**src/rtl/fetch_d.sv**
```systemverilog
// Fetch stage with F/D pipeline register: PC sequencing, redirect, stall/flush
// handling, a sticky misaligned-target flag and a saturating wait-cycle counter.
module fetch_d #(
  parameter logic [31:0] RESET_PC  = 32'h0000_0000,
  parameter logic [31:0] NOP_INSTR = 32'h0000_0013
) (
  input  logic        clk,
  input  logic        reset,
  input  logic        PCSrcE,
  input  logic [31:0] PCTargetE,
  input  logic        StallF,
  input  logic        StallD,
  input  logic        FlushD,
  input  logic [31:0] ImemRdata,
  input  logic        ImemReady,
  output logic [31:0] PCF,
  output logic        ImemReq,
  output logic [31:0] InstrD,
  output logic [31:0] PCD,
  output logic [31:0] PCPlus4D,
  output logic        ValidD,
  output logic        MisalignErr,
  output logic [15:0] WaitCount
);

  typedef enum logic [1:0] {
    FD_LOAD,
    FD_HOLD,
    FD_BUBBLE
  } fd_op_t;

  logic [31:0] pc_plus4;
  logic [31:0] pc_next;
  fd_op_t      fd_op;
  logic        wait_cycle;

  assign pc_plus4   = PCF + 32'd4;
  assign ImemReq    = ~reset;
  assign wait_cycle = ~ImemReady & ~PCSrcE;

  always_comb begin
    pc_next = PCF;
    if (PCSrcE)
      pc_next = {PCTargetE[31:2], 2'b00};
    else if (StallF || !ImemReady)
      pc_next = PCF;
    else
      pc_next = pc_plus4;
  end

  // A redirect squashes the word in flight even when decode is stalled.
  always_comb begin
    fd_op = FD_LOAD;
    if (FlushD || PCSrcE)
      fd_op = FD_BUBBLE;
    else if (StallD)
      fd_op = FD_HOLD;
    else if (!ImemReady)
      fd_op = FD_BUBBLE;
    else
      fd_op = FD_LOAD;
  end

  always_ff @(posedge clk) begin
    if (reset) begin
      PCF         <= RESET_PC;
      InstrD      <= NOP_INSTR;
      PCD         <= '0;
      PCPlus4D    <= '0;
      ValidD      <= 1'b0;
      MisalignErr <= 1'b0;
      WaitCount   <= '0;
    end else begin
      PCF <= pc_next;

      case (fd_op)
        FD_BUBBLE: begin
          InstrD   <= NOP_INSTR;
          PCD      <= '0;
          PCPlus4D <= '0;
          ValidD   <= 1'b0;
        end
        FD_LOAD: begin
          InstrD   <= ImemRdata;
          PCD      <= PCF;
          PCPlus4D <= pc_plus4;
          ValidD   <= 1'b1;
        end
        default: ;
      endcase

      if (PCSrcE && (PCTargetE[1:0] != 2'b00))
        MisalignErr <= 1'b1;

      if (wait_cycle && (WaitCount != '1))
        WaitCount <= WaitCount + 16'd1;
    end
  end

endmodule

```
**config.mk**
```make
export PLATFORM = sky130hd
export DESIGN_NAME = fetch_d
export DESIGN_NICKNAME = d
export VERILOG_FILES = /design/src/rtl/fetch_d.sv
export SDC_FILE = /design/constraint.sdc
export NUM_CORES = 1
export LEC_CHECK = 0
export BUFFER_PORTS_ARGS = -buffer_cell sky130_fd_sc_hd__buf_2
export CAP_MARGIN = 30
export CORE_ASPECT_RATIO = 0.75
export CORE_MARGIN = 3
export CORE_UTILIZATION = 30
export CTS_CLUSTER_DIAMETER = 120
export DETAILED_ROUTE_END_ITERATION = 6
export MAX_ROUTING_LAYER = met4
export PLACE_DENSITY_LB_ADDON = 0.3
export SLEW_MARGIN = 5
export SYNTH_ARGS = -nofsm -noshare
export SYNTH_HDL_FRONTEND = slang
export SYNTH_SLANG_ARGS = --single-unit
```
**constraint.sdc**
```tcl
create_clock -name clk -period 1.8 [get_ports clk]
set_input_delay 0.36 -clock clk [delete_from_list [all_inputs] [get_ports clk]]
set_output_delay 0.36 -clock clk [all_outputs]
set_load 0.02 [all_outputs]
```
==> key figures <==
Synthesis
  • Mean Syn Cell Area: 8.69 um2
  • XOR/XNOR Fraction of Synth Area: 9.83%
  • Adder-cell share of the synthesized area: less than 1%
  • Post-synth cell types: a little over 50
  • Synth Area in Compound Gates: between 10% and 20%
  • Sequential-to-total area share from yosys stat: between 40% and 50%
  • Post-synth EDFFs: 0
  • Synth Area in Simple Gates: roughly 21%
  • Syn Std Cell Area: ~6100 um2
  • Synth async-reset ratio: 0%
  • Largest family of logic cells by synthesized area: simple AND/OR/NAND/NOR gates
  • Synth Flop Type: dfxtp_1
  • Post-synthesis mux area share: less than 1%
  • Count of state elements after synthesis: 140
  • Yosys warnings: 0
  • Synth Instances: 697

STA
  • Final period util: 97.8%
  • Unrepaired setup endpoints after global routing: true
  • Fin Setup TNS: 0 ns
  • Max Transition Viols Final: 0
  • # setup viols final: 0
  • Relative slew slack: between 50 and 60%
  • Tmin final: between 1.5 and 2 ns
  • Final worst setup slack: about 0.04 ns
  • Worst Skew: between 0.01 and 0.015 ns
  • Actual slew at the worst max-slew pin: 0.648 ns
  • Fmax: ~570 MHz
  • Hold Violations, Final: 0

Global routing
  • Total grt overflow: 0
  • M2 GR Usage: about a quarter
  • M3 GR Usage: 4.88%
  • Largest net degree at the start of global routing: 60
  • First-pass GRT wire length: 30.9 mm
  • Gr usage total: 18.6%
  • Layer with the highest usage: met2
  • Global-route met1 utilization: approximately a quarter
  • Initial antenna violation count: 1
  • Vias in the first global route: 5,720

Worst setup path
  • Req. time, crit path: 2.15 ns
  • Crit end category: flip-flop
  • Worst r2r dst: PCF[31]
  • R2R setup slack: 0.04 ns
  • Top fanout value on the critical path: 6
  • Crit Path Class: reg2reg
  • FF-to-FF path depth: 5
  • Launch point of the critical path: PCF[9]
  • Critical Path Source Type: flip-flop
  • Crit path DAT: 2.11 ns
  • Reg-to-reg startpoint: PCF[9]

Route
  • DR WL/cell: roughly 16 um
  • Antenna-violating nets left: 0
  • DR iter-0 viols: 433
  • Via count: 5,887
  • Pre-antenna DRT Iters: 5
  • # DRC: 0
  • DRT Wirelength: roughly 20 mm
  • Via density: ~4.8

Clock tree
  • Clock tree buffer depth: 2
  • Clock Sinks: 140
  • CTS clk-pin slew, worst paths: 0.06 ns
  • Clk Latency, worst-skew pair: roughly 0.43 ns
  • Root buffer cell: clkbuf_16
  • CTS Buf Count: 17
  • H-Tree Depth: 4
  • Post-CTS Hold Fix Bufs: 0
  • CTS tree: yes

Worst hold path
  • Hold endpoint: InstrD[0]
  • Hold WC Path Type: in2reg
  • Hold path depth: 3
  • Hold_sp: ImemRdata[0]

Pwr
  • Sequential share of power: 38.4%
  • Clk pwr share: between 50% and 60%
  • Peak VDD IR: 0.617 mV
  • Comb power frac: under 10%
  • Sw Share: 23.1%
  • Pleak: roughly 3.8 nW
  • Switching Power: between 1.5 and 2 mW
  • PwrDens: approximately 950 nW/um2
  • Int Pwr: around 6.4 mW

Place
  • Setup WS pre-CTS: -0.144 ns
  • IO Port Bufs: about 210
  • Inst Count DP: around 1,200
  • DP HPWL: around 15 mm
  • Routability cong.: 0.853

Floorplan
  • Num rows: 44
  • Die X-Extent: around 170 um
  • IO Pins: approximately 220
  • Initial Util: a little under a third
  • Die area: approximately 22,000 um2
  • Chip height: between 100 and 150 um
  • Core area: just under 20,000 um2

Finish
  • Most common cell after layout, fill and taps aside: buf_2
  • Final std cells w/o fill: about 1,200
  • Final net count: 1,025
  • Fill count: slightly below 2,000
  • Area Growth Syn to Fin: 45.1%
  • Layout cells sized above 1: about two fifths
  • Most frequent cells in the layout: buf_2 (210), dfxtp_1 (129), nor2_1 (129)

Run
  • Max Cap Viol: 0

Outcome
  • Status: complete, no violations
[synth_stat cells (2+ instances only)]
library cell	count	area share, %
dfxtp_1	140	46
nor2_1	130	8.1
a22oi_1	65	8.1
xnor2_1	57	8.2
nand2_1	50	3.1
clkbuf_1	41	2.5
nor3_1	23	1.9
a211oi_1	21	2.6
o21ai_1	19	1.6
nand3_1	15	1.2
a21oi_1	13	1.1
nor3_2	11	1.8
xor2_1	11	1.6
buf_2	10	0.83
inv_1	10	0.62
nand4_1	10	1.0
buf_1	6	0.37
buf_4	6	0.74
mux2i_1	6	0.99
nor4_1	6	0.62
or3_1	4	0.41
a2111oi_0	3	0.43
and4_1	3	0.43
o21ai_0	3	0.25
o22ai_1	3	0.31
a22o_1	2	0.29
and2_1	2	0.21
ha_1	2	0.41
nor4_2	2	0.41
or4_1	2	0.25
[power groups by stage]
| stage | clock network [mW] | registers, mW | logic, mW |
|---|---|---|---|
| floorplan | 0 | 3.38 | 0.327 |
| global placement | 0 | 3.29 | 0.750 |
| detailed placement | 0 | 3.29 | 0.752 |
| CTS | 4.51 | 3.22 | 0.754 |
| global route | 4.64 | 3.22 | 0.821 |
| finish | 4.41 | 3.22 | 0.755 |
[through the flow]
stage               power (mW)  instance area [um2]  utilization [%]  hold WS (ns)
global placement          4.04                 7950             40.6         0.432
floorplan                 3.70                 6150                -         0.494
finish                    8.38                 8790             44.8         0.168
detailed placement        4.04                 7950             40.6         0.437
global route              8.69                 8790             44.8         0.167
CTS                       8.48                 8690             44.3         0.154
[cells by family (layout without fill, tap and decap cells)]
kind of cell	after synthesis	count (layout)
compound gates	135	135
buf+inv	76	339
flops	140	140
other cells	1	7
mux	6	6
fa+ha+maj	2	2
xor+xnor	68	68
simple gates	269	269
[critical path, stage by stage, from the launching register on]
cell and delay (ns):
dfxtp_2 0.35, nand4_4 0.14, or4_4 0.65, nor4_4 0.25, xnor2_1 0.12, o31ai_2 0.16
[final cells by class]
cell class	count	area, um2	share of cell area (%)
clock buffers	19	454	5.17
well taps	253	317	3.60
inverters	11	41.3	0.470
diodes	1	2.50	0.0285
repair buffers	296	1810	20.6
flip-flops and latches	140	2830	32.2
clock inverters	13	283	3.22
multi-input cells	486	3050	34.8
[registers in the layout (all words and copies together), names as in the netlist]
| register | count |
|---|---|
| ValidD | 1 |
| InstrD | 32 |
| MisalignErr | 1 |
| PCF | 30 |
| PCPlus4D | 30 |
| PCD | 30 |
| WaitCount | 16 |
[how the worst max path moves through the flow]
| stage | to | slack (ns) | cells after the start |
|---|---|---|---|
| final | PCF[31] | 0.04 | 5 |
| after global routing | PCF[31] | -0.08 | 6 |
| after CTS | PCF[28] | 0.002 | 7 |
| after detailed placement | PCF[28] | -0.14 | 7 |
| after global placement | PCF[26] | -0.12 | 7 |
| after floorplan | PCF[18] | -0.1 | 6 |
[layer usage]
metal / vias to the layer above / share of wire [%]
li1: 2922 / -
met1: 2723 / 49
met2: 223 / 43
met3: 19 / 7.4
met4: 0 / 1.3
met5: - / 0
[repair_timing]
| action | CTS | global route |
|---|---|---|
| setup buffers | 0 | 1 |
| gates resized for setup | 0 | 19 |
| hold endpoints to repair | 0 | 0 |
| endpoints found under the setup margin | 0 | 25 |
(Power assumes the default switching activity.)
